$ cat config.mk
export PLATFORM = sky130hd
export DESIGN_NAME = rtc_bus_scheduler
export DESIGN_NICKNAME = d
export VERILOG_FILES = /design/src/rtl/rtc_bus_pkg.sv /design/src/rtl/rtc_bus_phase_timer.sv /design/src/rtl/rtc_bus_scheduler.sv
export SDC_FILE = /design/constraint.sdc
export NUM_CORES = 1
export LEC_CHECK = 0
export ABC_CLOCK_PERIOD_IN_PS = 5850
export CORE_MARGIN = 10
export CORE_UTILIZATION = 45
export CTS_CLUSTER_SIZE = 28
export DETAILED_ROUTE_END_ITERATION = 16
export GPL_TIMING_DRIVEN = 0
export PLACE_DENSITY_LB_ADDON = 0.25
export SLEW_MARGIN = 10
export SYNTH_ARGS = -nofsm -noshare
export SYNTH_HDL_FRONTEND = slang
export SYNTH_SLANG_ARGS = --single-unit
$ cat constraint.sdc
create_clock -name clk -period 5.85 [get_ports clk]
set_input_delay 1.17 -clock clk [delete_from_list [all_inputs] [get_ports clk]]
set_output_delay 1.17 -clock clk [all_outputs]
set_load 0.005 [all_outputs]
$ cat src/rtl/rtc_bus_pkg.sv
// Shared types and constants for the RTC multiplexed-bus scheduler.
package rtc_bus_pkg;

    typedef enum logic [3:0] {
        S_IDLE,
        S_A_REQ,
        S_A_WAIT,
        S_A_LOW,
        S_A_HIGH,
        S_D_LOW,
        S_D_HIGH,
        S_D_STB,
        S_ADV,
        S_CHECK
    } state_t;

    localparam int unsigned GRANT_W = 3;
    localparam int unsigned BYTE_W  = 8;

    localparam int unsigned G_INIT  = 0;
    localparam int unsigned G_WRITE = 1;
    localparam int unsigned G_READ  = 2;

    localparam logic [BYTE_W-1:0] CMD_CLK_TO_RAM   = 8'hF1;
    localparam logic [BYTE_W-1:0] CMD_TIMER_TO_RAM = 8'hF2;
    localparam logic [BYTE_W-1:0] CMD_DAY          = 8'h24;
    localparam logic [BYTE_W-1:0] CMD_MONTH        = 8'h25;
    localparam logic [BYTE_W-1:0] CMD_YEAR         = 8'h26;

    // States timed by the phase timer.
    function automatic logic is_phase(input state_t s);
        return (s == S_A_LOW) || (s == S_A_HIGH) || (s == S_D_LOW) || (s == S_D_HIGH);
    endfunction

endpackage

$ cat src/rtl/rtc_bus_phase_timer.sv
// Loadable down-counter timing one PHASE_CYC bus half-phase; last marks its final cycle.
module rtc_bus_phase_timer #(
    parameter int unsigned PHASE_CYC = 4
) (
    input  logic clk,
    input  logic reset,
    input  logic load,
    output logic last
);

    localparam int unsigned CNT_W = (PHASE_CYC > 2) ? $clog2(PHASE_CYC) : 1;

    logic [CNT_W-1:0] cnt;

    always_ff @(posedge clk or posedge reset) begin
        if (reset) begin
            cnt  <= '0;
            last <= 1'b0;
        end else if (load) begin
            cnt  <= CNT_W'(PHASE_CYC - 1);
            last <= 1'b0;
        end else if (cnt != '0) begin
            cnt  <= cnt - CNT_W'(1);
            last <= (cnt == CNT_W'(1));
        end
    end

endmodule

$ cat src/rtl/rtc_bus_scheduler.sv
// Arbitrates the RTC address/data bus between init, write and read requesters
// and issues the periodic read-sweep trigger.
module rtc_bus_scheduler #(
    parameter int unsigned PHASE_CYC   = 4,
    parameter int unsigned REFRESH_CYC = 1000000,
    parameter int unsigned MAX_TXN     = 16
) (
    input  logic       clk,
    input  logic       reset,
    input  logic       req_init,
    input  logic       req_write,
    input  logic       req_read,
    input  logic       done_init,
    input  logic       done_write,
    input  logic       done_read,
    input  logic [7:0] dir_init,
    input  logic [7:0] dir_write,
    input  logic [7:0] dir_read,
    input  logic [7:0] dat_init,
    input  logic [7:0] dat_write,
    input  logic [7:0] ad_in,
    output logic [2:0] grant,
    output logic       dir_stb,
    output logic       dat_stb,
    output logic       adv_stb,
    output logic       lectura,
    output logic [7:0] rd_data,
    output logic [7:0] ad_out,
    output logic       ad_oe,
    output logic       cs_n,
    output logic       rd_n,
    output logic       wr_n,
    output logic       a_d,
    output logic       busy
);
    import rtc_bus_pkg::*;

    localparam int unsigned REF_W = (REFRESH_CYC > 2) ? $clog2(REFRESH_CYC) : 1;
    localparam int unsigned TXN_W = $clog2(MAX_TXN + 1);

    state_t              state, state_d;
    logic                wait_q, wait_d;
    logic [TXN_W-1:0]    txn_cnt, txn_d;
    logic [BYTE_W-1:0]   addr_reg, addr_d, dat_reg, dat_d;
    logic [REF_W-1:0]    refresh_cnt;
    logic                pending, pending_d, wrap, pend_now, fire;
    logic                timer_load, phase_last;
    logic                is_read, done_sel;
    logic [BYTE_W-1:0]   dir_sel, dat_sel;
    logic [GRANT_W-1:0]  grant_d;
    logic                busy_d, dir_stb_d, dat_stb_d, adv_stb_d, lectura_d;
    logic [BYTE_W-1:0]   rd_data_d, ad_out_d;
    logic                ad_oe_d, cs_n_d, rd_n_d, wr_n_d, a_d_d;

    rtc_bus_phase_timer #(.PHASE_CYC(PHASE_CYC)) u_phase_timer (
        .clk   (clk),
        .reset (reset),
        .load  (timer_load),
        .last  (phase_last)
    );

    assign is_read  = grant[G_READ];
    assign dir_sel  = grant[G_READ] ? dir_read : (grant[G_WRITE] ? dir_write : dir_init);
    assign dat_sel  = grant[G_WRITE] ? dat_write : dat_init;
    assign done_sel = (grant[G_INIT] & done_init) | (grant[G_WRITE] & done_write)
                    | (grant[G_READ] & done_read);
    assign wrap     = (refresh_cnt == REF_W'(REFRESH_CYC - 1));

    // Next state, datapath latches and registered-output decode of the next state.
    always_comb begin
        state_d   = state;
        wait_d    = 1'b0;
        txn_d     = txn_cnt;
        addr_d    = addr_reg;
        dat_d     = dat_reg;
        grant_d   = grant;
        rd_data_d = rd_data;
        ad_out_d  = ad_out;
        cs_n_d    = 1'b1;
        rd_n_d    = 1'b1;
        wr_n_d    = 1'b1;
        a_d_d     = 1'b1;
        ad_oe_d   = 1'b0;
        dir_stb_d = 1'b0;
        dat_stb_d = 1'b0;
        adv_stb_d = 1'b0;

        case (state)
            S_IDLE: begin
                if (req_init || req_write || req_read) begin
                    grant_d = '0;
                    state_d = S_A_REQ;
                    if (req_init)       grant_d[G_INIT]  = 1'b1;
                    else if (req_write) grant_d[G_WRITE] = 1'b1;
                    else                grant_d[G_READ]  = 1'b1;
                end
            end
            S_A_REQ:  state_d = S_A_WAIT;
            S_A_WAIT: begin
                if (!wait_q) begin
                    wait_d = 1'b1;
                end else begin
                    addr_d  = dir_sel;
                    state_d = S_A_LOW;
                end
            end
            S_A_LOW:  if (phase_last) state_d = S_A_HIGH;
            S_A_HIGH: begin
                if (phase_last) begin
                    dat_d   = dat_sel;
                    state_d = S_D_LOW;
                end
            end
            S_D_LOW: begin
                if (phase_last) begin
                    if (is_read) rd_data_d = ad_in;
                    state_d = S_D_HIGH;
                end
            end
            S_D_HIGH: if (phase_last) state_d = S_D_STB;
            S_D_STB:  state_d = S_ADV;
            S_ADV: begin
                txn_d   = txn_cnt + TXN_W'(1);
                state_d = S_CHECK;
            end
            S_CHECK: begin
                if (!wait_q) begin
                    wait_d = 1'b1;
                end else if (done_sel || (txn_cnt == TXN_W'(MAX_TXN))) begin
                    grant_d = '0;
                    txn_d   = '0;
                    state_d = S_IDLE;
                end else begin
                    state_d = S_A_REQ;
                end
            end
            default: state_d = S_IDLE;
        endcase

        timer_load = is_phase(state_d) && (state_d != state);
        busy_d     = (grant_d != '0);

        case (state_d)
            S_A_REQ: dir_stb_d = 1'b1;
            S_A_LOW: begin
                cs_n_d   = 1'b0;
                wr_n_d   = 1'b0;
                a_d_d    = 1'b0;
                ad_oe_d  = 1'b1;
                ad_out_d = addr_d;
            end
            S_A_HIGH: begin
                cs_n_d   = 1'b0;
                a_d_d    = 1'b0;
                ad_oe_d  = 1'b1;
                ad_out_d = addr_d;
            end
            S_D_LOW: begin
                cs_n_d = 1'b0;
                if (is_read) begin
                    rd_n_d = 1'b0;
                end else begin
                    wr_n_d   = 1'b0;
                    ad_oe_d  = 1'b1;
                    ad_out_d = dat_d;
                end
            end
            S_D_HIGH: begin
                // Write data stays driven for hold; cs_n rises only on the following cycle.
                cs_n_d = 1'b0;
                if (!is_read) begin
                    ad_oe_d  = 1'b1;
                    ad_out_d = dat_d;
                end
            end
            S_D_STB: dat_stb_d = 1'b1;
            S_ADV:   adv_stb_d = 1'b1;
            default: ;
        endcase

        // Pending refresh fires on any idle cycle not claimed by init or write.
        pend_now  = pending | wrap;
        fire      = pend_now && !req_init && !req_write
                    && ((state == S_IDLE) || (state_d == S_IDLE));
        lectura_d = fire;
        pending_d = fire ? 1'b0 : pend_now;
    end

    always_ff @(posedge clk or posedge reset) begin
        if (reset) begin
            state       <= S_IDLE;
            wait_q      <= 1'b0;
            txn_cnt     <= '0;
            addr_reg    <= '0;
            dat_reg     <= '0;
            refresh_cnt <= '0;
            pending     <= 1'b0;
            grant       <= '0;
            busy        <= 1'b0;
            dir_stb     <= 1'b0;
            dat_stb     <= 1'b0;
            adv_stb     <= 1'b0;
            lectura     <= 1'b0;
            rd_data     <= '0;
            ad_out      <= '0;
            ad_oe       <= 1'b0;
            cs_n        <= 1'b1;
            rd_n        <= 1'b1;
            wr_n        <= 1'b1;
            a_d         <= 1'b1;
        end else begin
            state       <= state_d;
            wait_q      <= wait_d;
            txn_cnt     <= txn_d;
            addr_reg    <= addr_d;
            dat_reg     <= dat_d;
            refresh_cnt <= wrap ? '0 : refresh_cnt + REF_W'(1);
            pending     <= pending_d;
            grant       <= grant_d;
            busy        <= busy_d;
            dir_stb     <= dir_stb_d;
            dat_stb     <= dat_stb_d;
            adv_stb     <= adv_stb_d;
            lectura     <= lectura_d;
            rd_data     <= rd_data_d;
            ad_out      <= ad_out_d;
            ad_oe       <= ad_oe_d;
            cs_n        <= cs_n_d;
            rd_n        <= rd_n_d;
            wr_n        <= wr_n_d;
            a_d         <= a_d_d;
        end
    end

endmodule

# == After elaboration in Yosys (flattened, before gate mapping) ==
# Cells that the tools add are included.
# classes
mux,47
reduce_logical,27
addsub,3
n_bitwise,6
n_eq_ne,23
# op_table
operator,n
two-way mux 8 bit,8
case mux 4 bit (10 select lines),1
== test 4 x 3 -> 1 bit (second input constant),8
two-way mux 4 bit,7
adder 20 x 1 -> 20 bit (second input constant),1
== test 20 bit (second input constant),1
two-way mux 20 bit,1
two-way mux 1 bit,17
case mux 8 bit (2 select lines),1
== test 4 x 2 -> 1 bit (second input constant),3
== test 4 bit (second input constant),3
two-way mux 5 bit,2
case mux 5 bit (2 select lines),1
two-way mux 3 bit,3
== test 4 x 1 -> 1 bit (second input constant),2
zero test 4 bit,2
nonzero test 2 bit,4
logical OR 1 bit,7
two-way mux 2 bit,3
!= test 2 bit (second input constant),3
case mux 3 bit (2 select lines),1
AND reduction 3 bit,2
OR reduction 2 bit,3
adder 5 x 1 -> 5 bit (second input constant),1
12 further kinds,21
# totals
wordCells,128
output_inout_bits,29
ff_bits,79
in_bits,56

# == Logic depth before layout (Yosys ltp) ==
# Gate-level depths: netlist (run 1).
# depth
ltp_word,13
depth_mapped,9
depth_no_buf,8

# == Hierarchy ==
# Synthesis (run 1) repeated with hierarchy kept, for this count alone.
# unflattened
cells_unflattened,367
area_unflattened_um2,4115.2
# by_module_without_submodules
mod,cells_each,seq_area_each_um2,area_each_um2,instances
rtc_bus_scheduler,352,1906.8,3953.8,1
rtc_bus_phase_timer,15,75.1,161.4,1

# == Worst setup path after synthesis (run 1) ==
# No wires, ideal clock.
# synth_path
kind,input to register
startpoint,input port done_read
endpoint,register ad_out[0]
slack_ns,2.979
stages,7
n_path_buf,1
t_required_ns,5.725
t_arrival_ns,2.745
setup_ns,0.125
path_cell_list,a222oi_1 nand2_1 o2bb2ai_2 o31ai_2 a211o_1 buf_6 mux2_4
# synth_between
elab_chain_len,10
elab_cells_between_ends,16
cone_classes,eq/ne (5); mux (4); bitwise (2); reduce/logical (5)
# synth_rtl
item,line_no,text
"start, declared",rtc_bus_scheduler.sv:15,"input logic done_read,"
AND 1 bit (*),rtc_bus_scheduler.sv:66,| (grant[G_READ] & done_read);
OR 1 bit (*),rtc_bus_scheduler.sv:66,
logical OR 1 bit (*),rtc_bus_scheduler.sv:129,end else if (done_sel || (txn_cnt == TXN_W'(MAX_TXN))) begin
two-way mux 1 bit (*),rtc_bus_scheduler.sv:129,
two-way mux 4 bit (*),rtc_bus_scheduler.sv:127,if (!wait_q) begin
case mux 4 bit (10 select lines) (*),rtc_bus_scheduler.sv:88,case (state)
== test 4 x 3 -> 1 bit or == test 4 x 2 -> 1 bit (tied branches),rtc_bus_scheduler.sv:143,case (state_d)
OR reduction 2 bit (no line),--,
!= test 2 bit (no line) or nonzero test 2 bit (tied branches),--,
AND reduction 2 bit (no line),--,
"end signal, assigned",rtc_bus_scheduler.sv:226,ad_out <= ad_out_d;
"end, declared",rtc_bus_scheduler.sv:28,"output logic [7:0] ad_out,"
# Every way passes the cells marked *; elsewhere a longest branch is shown, timed or not.
# A chain may end at the register's enable or synchronous reset.

# == Worst setup path in the final report (run 1) ==
# layout_path
startpoint,input port done_read
endpoint,register ad_out[6]
# Same word-level chain as after synthesis.

==> impl_metrics.json, run 1 <==
{
  "status": "completed",
  "cts_root_buffer": "sky130_fd_sc_hd__clkbuf_8",
  "power.static_leakage_nw": 2.344,
  "grt_start_max_net_pins": 61,
  "crit_path_max_fanout": 10,
  "max_cap_viol_count": 0,
  "fmaxAchievable_ghz": 0.3088,
  "synth_nets": 475,
  "placeableCoreArea_um2": 9284,
  "path_buf_inv": 2,
  "globalRouteOverflowTotal": 0,
  "fin_nets": 571,
  "maximum_single_stage_delay_on_the_critical_path_ns": 0.47,
  "report.final.setup_viol": 0,
  "ys_ff_latch": 79,
  "ir_drop_uv": 231.5,
  "post_dr_wirelength_cell_um": 17.60,
  "worst_path_dominant_cell_family": "compound AO/OA/AOI/OAI gates",
  "dp_hpwl_um": 8406,
  "minimum_period_implied_by_the_final_worst_setup_slack_ns": 3.239,
  "power.switching_fraction": 0.3952,
  "power_density_nw_per_um2": 477.1,
  "worstHoldPathType": "reg2reg",
  "io_buffers": 84,
  "detail_route.iter0.violations": 199,
  "report.final.hold_viol_count": 0,
  "worst_clock_skew_ns": 0.01126,
  "largest_reg_flops": 20,
  "tritoncts_num_sinks": 79,
  "critical_path_arrival_ns": 3.52,
  "cts.htree.levels": 3,
  "worst_setup_path_start_kind": "input port",
  "synth.distinct_cells": 66,
  "number_of_cell_rows": 35,
  "die_span_in_x_um": 117.8,
  "synthToLayoutAreaGrowth_pct": 28.90,
  "synth-main-ff-cell": "sky130_fd_sc_hd__dfrtp_1",
  "synth_warn": 0,
  "netlist_instances": 414,
  "count_of_vias_placed_by_the_detailed_router": 3588,
  "mostFrequentLayoutCells": "sky130_fd_sc_hd__clkdlybuf4s50_1, sky130_fd_sc_hd__dfrtp_1, sky130_fd_sc_hd__nor2_1, sky130_fd_sc_hd__nand2_1, sky130_fd_sc_hd__a21oi_1",
  "criticalPathCategory": "in2reg",
  "die_h_um": 117.8,
  "ant_diodes": 0,
  "gr-usage-all-layers": 0.1658,
  "drt-pass1-iter-count": 4,
  "cts_hold_repair.buffers": 0,
  "synth.avg_cell_area_um2": 10.41,
  "post_drt_via_cell_ratio": 5.571,
  "comb_power_share": 0.533,
  "timing.setup.tns_ns": 0,
  "clock_power_share": 0.168,
  "mappedNetlistArea_um2": 4308,
  "slew_violations": 0,
  "post-route-util": 0.5981,
  "remaining_routing_drc_violations": 0,
  "cts_resized": 0,
  "wire_length_of_the_first_global_routing_pass_um": 19290,
  "gp_congestion": 0.8395,
  "layout.cells.most_common": "sky130_fd_sc_hd__clkdlybuf4s50_1",
  "switchingPower_mw": 1.047,
  "initial_antenna_violation_count": 0,
  "clock_latency_ns": 0.35,
  "clock_tree_from_tritoncts": "built",
  "clkSlewWorstSetupHoldPaths_ns": 0.08,
  "critical_path.cell_chain": "clkdlybuf4s50_1 -> a222oi_1 -> nand2_1 -> o2bb2ai_2 -> buf_4 -> nor2_1 -> a211oi_1 -> mux2_4",
  "cp_slowest_cell": "sky130_fd_sc_hd__a222oi_1",
  "worstSetupEndpointType": "flop",
  "post-cts-setup-buffer-count": 0,
  "synth.yosys.seq_area_share": 0.4601,
  "largest_register_by_flop_count": "refresh_cnt",
  "numCtsBuffers": 9,
  "tightest_slew_ns": 0.8307,
  "p_int_mw": 1.602,
  "post_synthesis_async_set_or_reset_flop_share": 1.000,
  "route.final.wire_length_um": 11340,
  "antenna_nets_post_route": 0,
  "max_slew_headroom": 0.4419,
  "ctsLongestPathBuffers": 2,
  "floorplan.initialDensity": 0.4640,
  "die-area_um2": 13890,
  "io-pin-count": 85,
  "pwr-share-seq": 0.299,
  "fin_crit_sh": 0.5536,
  "layout-drive-gt1-share": 0.1553,
  "vias_in_the_first_global_route": 3746,
  "timing.critical_path.required_ns": 6.14,
  "rsz0062_at_grt": "no",
  "number_of_enable_type_register_cells_in_the_synthesized_netlist": 0
}
-- synthesized netlist by cell type (8+ instances only) --
cell type	n	area share
sky130_fd_sc_hd__o211ai_1	8	0.014
sky130_fd_sc_hd__inv_1	12	0.010
sky130_fd_sc_hd__nand2_1	24	0.021
sky130_fd_sc_hd__nor2_1	42	0.037
sky130_fd_sc_hd__nor4_1	8	0.012
sky130_fd_sc_hd__a21oi_1	19	0.022
sky130_fd_sc_hd__o21ai_1	8	0.0093
sky130_fd_sc_hd__mux2i_1	10	0.023
sky130_fd_sc_hd__xnor2_1	8	0.016
sky130_fd_sc_hd__buf_2	9	0.010
sky130_fd_sc_hd__o21ai_0	13	0.015
sky130_fd_sc_hd__xor2_1	15	0.030
sky130_fd_sc_hd__nand3_1	10	0.012
sky130_fd_sc_hd__dfrtp_1	75	0.44
sky130_fd_sc_hd__mux2_2	17	0.044
sky130_fd_sc_hd__nor2b_1	11	0.016
-- worst reg2reg max path, stage by stage (launching register included) --
cell                       delay [ns]
sky130_fd_sc_hd__dfrtp_1         0.40
sky130_fd_sc_hd__buf_2           0.24
sky130_fd_sc_hd__nand3b_1        0.15
sky130_fd_sc_hd__buf_4           0.23
sky130_fd_sc_hd__o221ai_2        0.16
sky130_fd_sc_hd__buf_2           0.22
sky130_fd_sc_hd__nor2_1          0.51
sky130_fd_sc_hd__a211oi_1        0.24
sky130_fd_sc_hd__mux2_4          0.31
-- cells by family (layout without fill, tap and decap cells) --
family	count (synthesis)	after routing	share of synthesized area
flops	79	79	0.4601
simple gates	139	139	0.1699
mux	34	34	0.09207
buf+inv	36	137	0.04182
fa+ha+maj	5	5	0.01452
xor+xnor	23	23	0.04676
compound gates	98	98	0.1748
-- layout make-up --
type                       count  area [µm²]
buffer                        24       135.1
clock buffer                  11       131.4
clock inverter                 5       81.33
fill                         795        3731
inverter                      12       47.55
multi-input combinational    299        2146
sequential                    79        1982
tap                          129       161.4
timing repair buffer          85       868.3
-- per-stage QoR --
stage | std cells | setup slack (ns) | instance area, µm² | power [mW] | hold WS [ns]
floorplan | 414 | 2.663 | 4308 | 1.758 | 0.4376
global placement | 627 | 1.356 | 5310 | 2.165 | 0.4543
detailed placement | 628 | 2.292 | 5340 | 2.198 | 0.4739
CTS | 644 | 2.644 | 5553 | 2.650 | 0.4866
global route | 644 | 2.517 | 5553 | 2.833 | 0.5146
finish | 644 | 2.611 | 5553 | 2.649 | 0.4829
-- power groups by stage --
stage                     combinational (mW)  sequential (mW)  clock (mW)
final                                   1.41            0.792       0.445
after global routing                    1.55            0.810       0.475
after CTS                               1.41            0.793       0.451
after detailed placement                1.40            0.801           0
after global placement                  1.37            0.797           0
after floorplan                        0.974            0.784           0
-- per-layer routing --
layer,up-vias,global-route usage,part of all wire
met5,-,0,0
met4,0,0.04173,0.011
met3,12,0.05084,0.079
met2,149,0.2580,0.46
met1,1716,0.2187,0.45
li1,1711,-,-
-- path summary, 6_finish.rpt --
check / startpoint / end / slack [ns] / cells after the start
setup reg to reg: state[3]$_DFF_PP0_ / ad_out[6]$_DFFE_PP0P_ / 3.28 / 8
min in group asynchronous: reset / refresh_cnt[3]$_DFF_PP0_ / 1.12 / 2
hold reg to reg: refresh_cnt[4]$_DFF_PP0_ / refresh_cnt[4]$_DFF_PP0_ / 0.48 / 1
hold / removal: refresh_cnt[4]$_DFF_PP0_ / refresh_cnt[4]$_DFF_PP0_ / 0.48 / 1
max in group asynchronous: reset / a_d$_DFF_PP1_ / 4.12 / 3
setup / recovery: done_read / ad_out[6]$_DFFE_PP0P_ / 2.61 / 8
Power figures use the tool's default switching activity.
==> run 2, diff against run 1 <==
- ABC_CLOCK_PERIOD_IN_PS: 5850 -> 2910
- clock period: 5.85 -> 2.91 ns (I/O delays scaled with it)
==> run 2 against run 1 <==
  * Worst hold slack gained 0.0011 ns
  * Clock power grew 100%
  * Global-route usage is essentially flat
  * Die area is the same
  * Clock skew is essentially flat
  * Setup slack lost 2.4 ns
  * Sequential power grew 100%
==> impl_metrics.json, run 2 (same netlist as run 1, synthesis figures left out) <==
{
  "status": "completed",
  "synthToLayoutAreaGrowth_pct": 28.90,
  "placeableCoreArea_um2": 9284,
  "criticalPathCategory": "in2reg",
  "layout.cells.most_common": "sky130_fd_sc_hd__clkdlybuf4s50_1",
  "io_buffers": 84,
  "cts_root_buffer": "sky130_fd_sc_hd__clkbuf_8",
  "cts_hold_repair.buffers": 0,
  "vias_in_the_first_global_route": 3746,
  "post_dr_wirelength_cell_um": 17.66,
  "minimum_period_implied_by_the_final_worst_setup_slack_ns": 2.676,
  "remaining_routing_drc_violations": 0,
  "report.final.hold_viol_count": 0,
  "worstHoldPathType": "reg2reg",
  "final.hold.worst_slack_ns": 0.4840,
  "max_slew_headroom": 0.4503,
  "cts_resized": 0,
  "crit_path_max_fanout": 10,
  "clkSlewWorstSetupHoldPaths_ns": 0.08,
  "fmaxAchievable_ghz": 0.3736,
  "worst_setup_path_start_kind": "input port",
  "detail_route.iter0.violations": 220,
  "layout-drive-gt1-share": 0.1553,
  "drt-pass1-iter-count": 4,
  "slew_violations": 0,
  "power.static_leakage_nw": 2.344,
  "fin_total_pwr_mw": 5.325,
  "gp_congestion": 0.8395,
  "ctsLongestPathBuffers": 2,
  "wire_length_of_the_first_global_routing_pass_um": 19310,
  "max_cap_viol_count": 0,
  "cp_slowest_cell": "sky130_fd_sc_hd__a222oi_1",
  "post-cts-setup-buffer-count": 0,
  "fin_crit_sh": 0.9198,
  "filler_cells": 795,
  "tritoncts_num_sinks": 79,
  "route.final.wire_length_um": 11370,
  "ant_diodes": 0,
  "post_drt_via_cell_ratio": 5.547,
  "initial_antenna_violation_count": 0,
  "floorplan.initialDensity": 0.4640,
  "count_of_vias_placed_by_the_detailed_router": 3572,
  "rsz0062_at_grt": "no",
  "dpl.cell_count": 628,
  "tightest_slew_ns": 0.8182,
  "die_h_um": 117.8,
  "worst_clock_skew_ns": 0.01132,
  "critical_path_arrival_ns": 2.96,
  "report.final.setup_viol": 0,
  "maximum_single_stage_delay_on_the_critical_path_ns": 0.47,
  "fin_nets": 571,
  "worstSetupEndpointType": "flop",
  "post-route-util": 0.5981,
  "ir_drop_uv": 465.5,
  "die-area_um2": 13890,
  "antenna_nets_post_route": 0,
  "largest_register_by_flop_count": "refresh_cnt",
  "layout_cells_excl_fill": 644,
  "dp_hpwl_um": 8406,
  "power_density_nw_per_um2": 959.0,
  "critical_path.cell_chain": "clkdlybuf4s50_1 -> a222oi_1 -> nand2_1 -> o2bb2ai_2 -> buf_4 -> nor2_1 -> a211oi_1 -> mux2_4",
  "path_buf_inv": 2,
  "number_of_cell_rows": 35,
  "io-pin-count": 85,
  "timing.critical_path.required_ns": 3.19,
  "timing.setup.tns_ns": 0,
  "clock_tree_from_tritoncts": "built",
  "numCtsBuffers": 9,
  "gr-usage-all-layers": 0.1660,
  "cts.htree.levels": 3,
  "globalRouteOverflowTotal": 0,
  "die_span_in_x_um": 117.8,
  "clock_latency_ns": 0.35,
  "worst_path_dominant_cell_family": "compound AO/OA/AOI/OAI gates",
  "mostFrequentLayoutCells": "sky130_fd_sc_hd__clkdlybuf4s50_1, sky130_fd_sc_hd__dfrtp_1, sky130_fd_sc_hd__nor2_1, sky130_fd_sc_hd__nand2_1, sky130_fd_sc_hd__a21oi_1",
  "grt_start_max_net_pins": 61,
  "largest_reg_flops": 20
}
==> run 2: cell counts in the layout (fill, tap and decap cells not counted) <==
No cell type changed its count.
==> run 2: power by group <==
part           leakage, nW  switching [mW]  total [mW]  internal (mW)
clock network        0.104           0.407       0.893          0.486
logic                 1.24            1.53        2.84           1.30
registers            0.996           0.163        1.59           1.43
==> run 2: layout make-up <==
cell class | count | area, µm² | share of cell area
repair buffers | 85 | 868.3 | 0.1564
flip-flops and latches | 79 | 1982 | 0.3569
multi-input cells | 299 | 2146 | 0.3864
clock inverters | 5 | 81.33 | 0.01465
well taps | 129 | 161.4 | 0.02907
inverters | 12 | 47.55 | 0.008562
clock buffers | 11 | 131.4 | 0.02366
plain buffers | 24 | 135.1 | 0.02434
==> run 2: final timing paths <==
| check | cells past startpoint | end | from | slack [ns] |
|---|---|---|---|---|
| setup / recovery | 8 | ad_out[6]$_DFFE_PP0P_ | done_read | 0.23 |
| hold / removal | 1 | refresh_cnt[4]$_DFF_PP0_ | refresh_cnt[4]$_DFF_PP0_ | 0.48 |
| setup reg to reg | 8 | ad_out[6]$_DFFE_PP0P_ | state[3]$_DFF_PP0_ | 0.30 |
| hold reg to reg | 1 | refresh_cnt[4]$_DFF_PP0_ | refresh_cnt[4]$_DFF_PP0_ | 0.48 |
| max in group asynchronous | 3 | a_d$_DFF_PP1_ | reset | 1.76 |
| min in group asynchronous | 2 | refresh_cnt[3]$_DFF_PP0_ | reset | 0.53 |
==> run 2: through the flow <==
step	setup WS (ns)	cell area (µm²)
floorplan	0.3112	4308
global placement	-0.9957	5310
detailed placement	-0.05993	5340
CTS	0.2916	5553
global route	0.1654	5553
finish	0.2335	5553
==> run 2: worst reg2reg max path: stages, from the launching register on <==
cell	delay, ns
sky130_fd_sc_hd__dfrtp_1	0.40
sky130_fd_sc_hd__buf_2	0.25
sky130_fd_sc_hd__nand3b_1	0.15
sky130_fd_sc_hd__buf_4	0.23
sky130_fd_sc_hd__o221ai_2	0.16
sky130_fd_sc_hd__buf_2	0.22
sky130_fd_sc_hd__nor2_1	0.53
sky130_fd_sc_hd__a211oi_1	0.24
sky130_fd_sc_hd__mux2_4	0.31
==> run 2: per-layer routing <==
layer | up-vias | global-route usage | routed length (µm)
li1 | 1703 | - | -
met1 | 1699 | 0.2192 | 5285
met2 | 156 | 0.2584 | 5117
met3 | 14 | 0.05084 | 834
met4 | 0 | 0.04096 | 136
met5 | - | 0 | 0
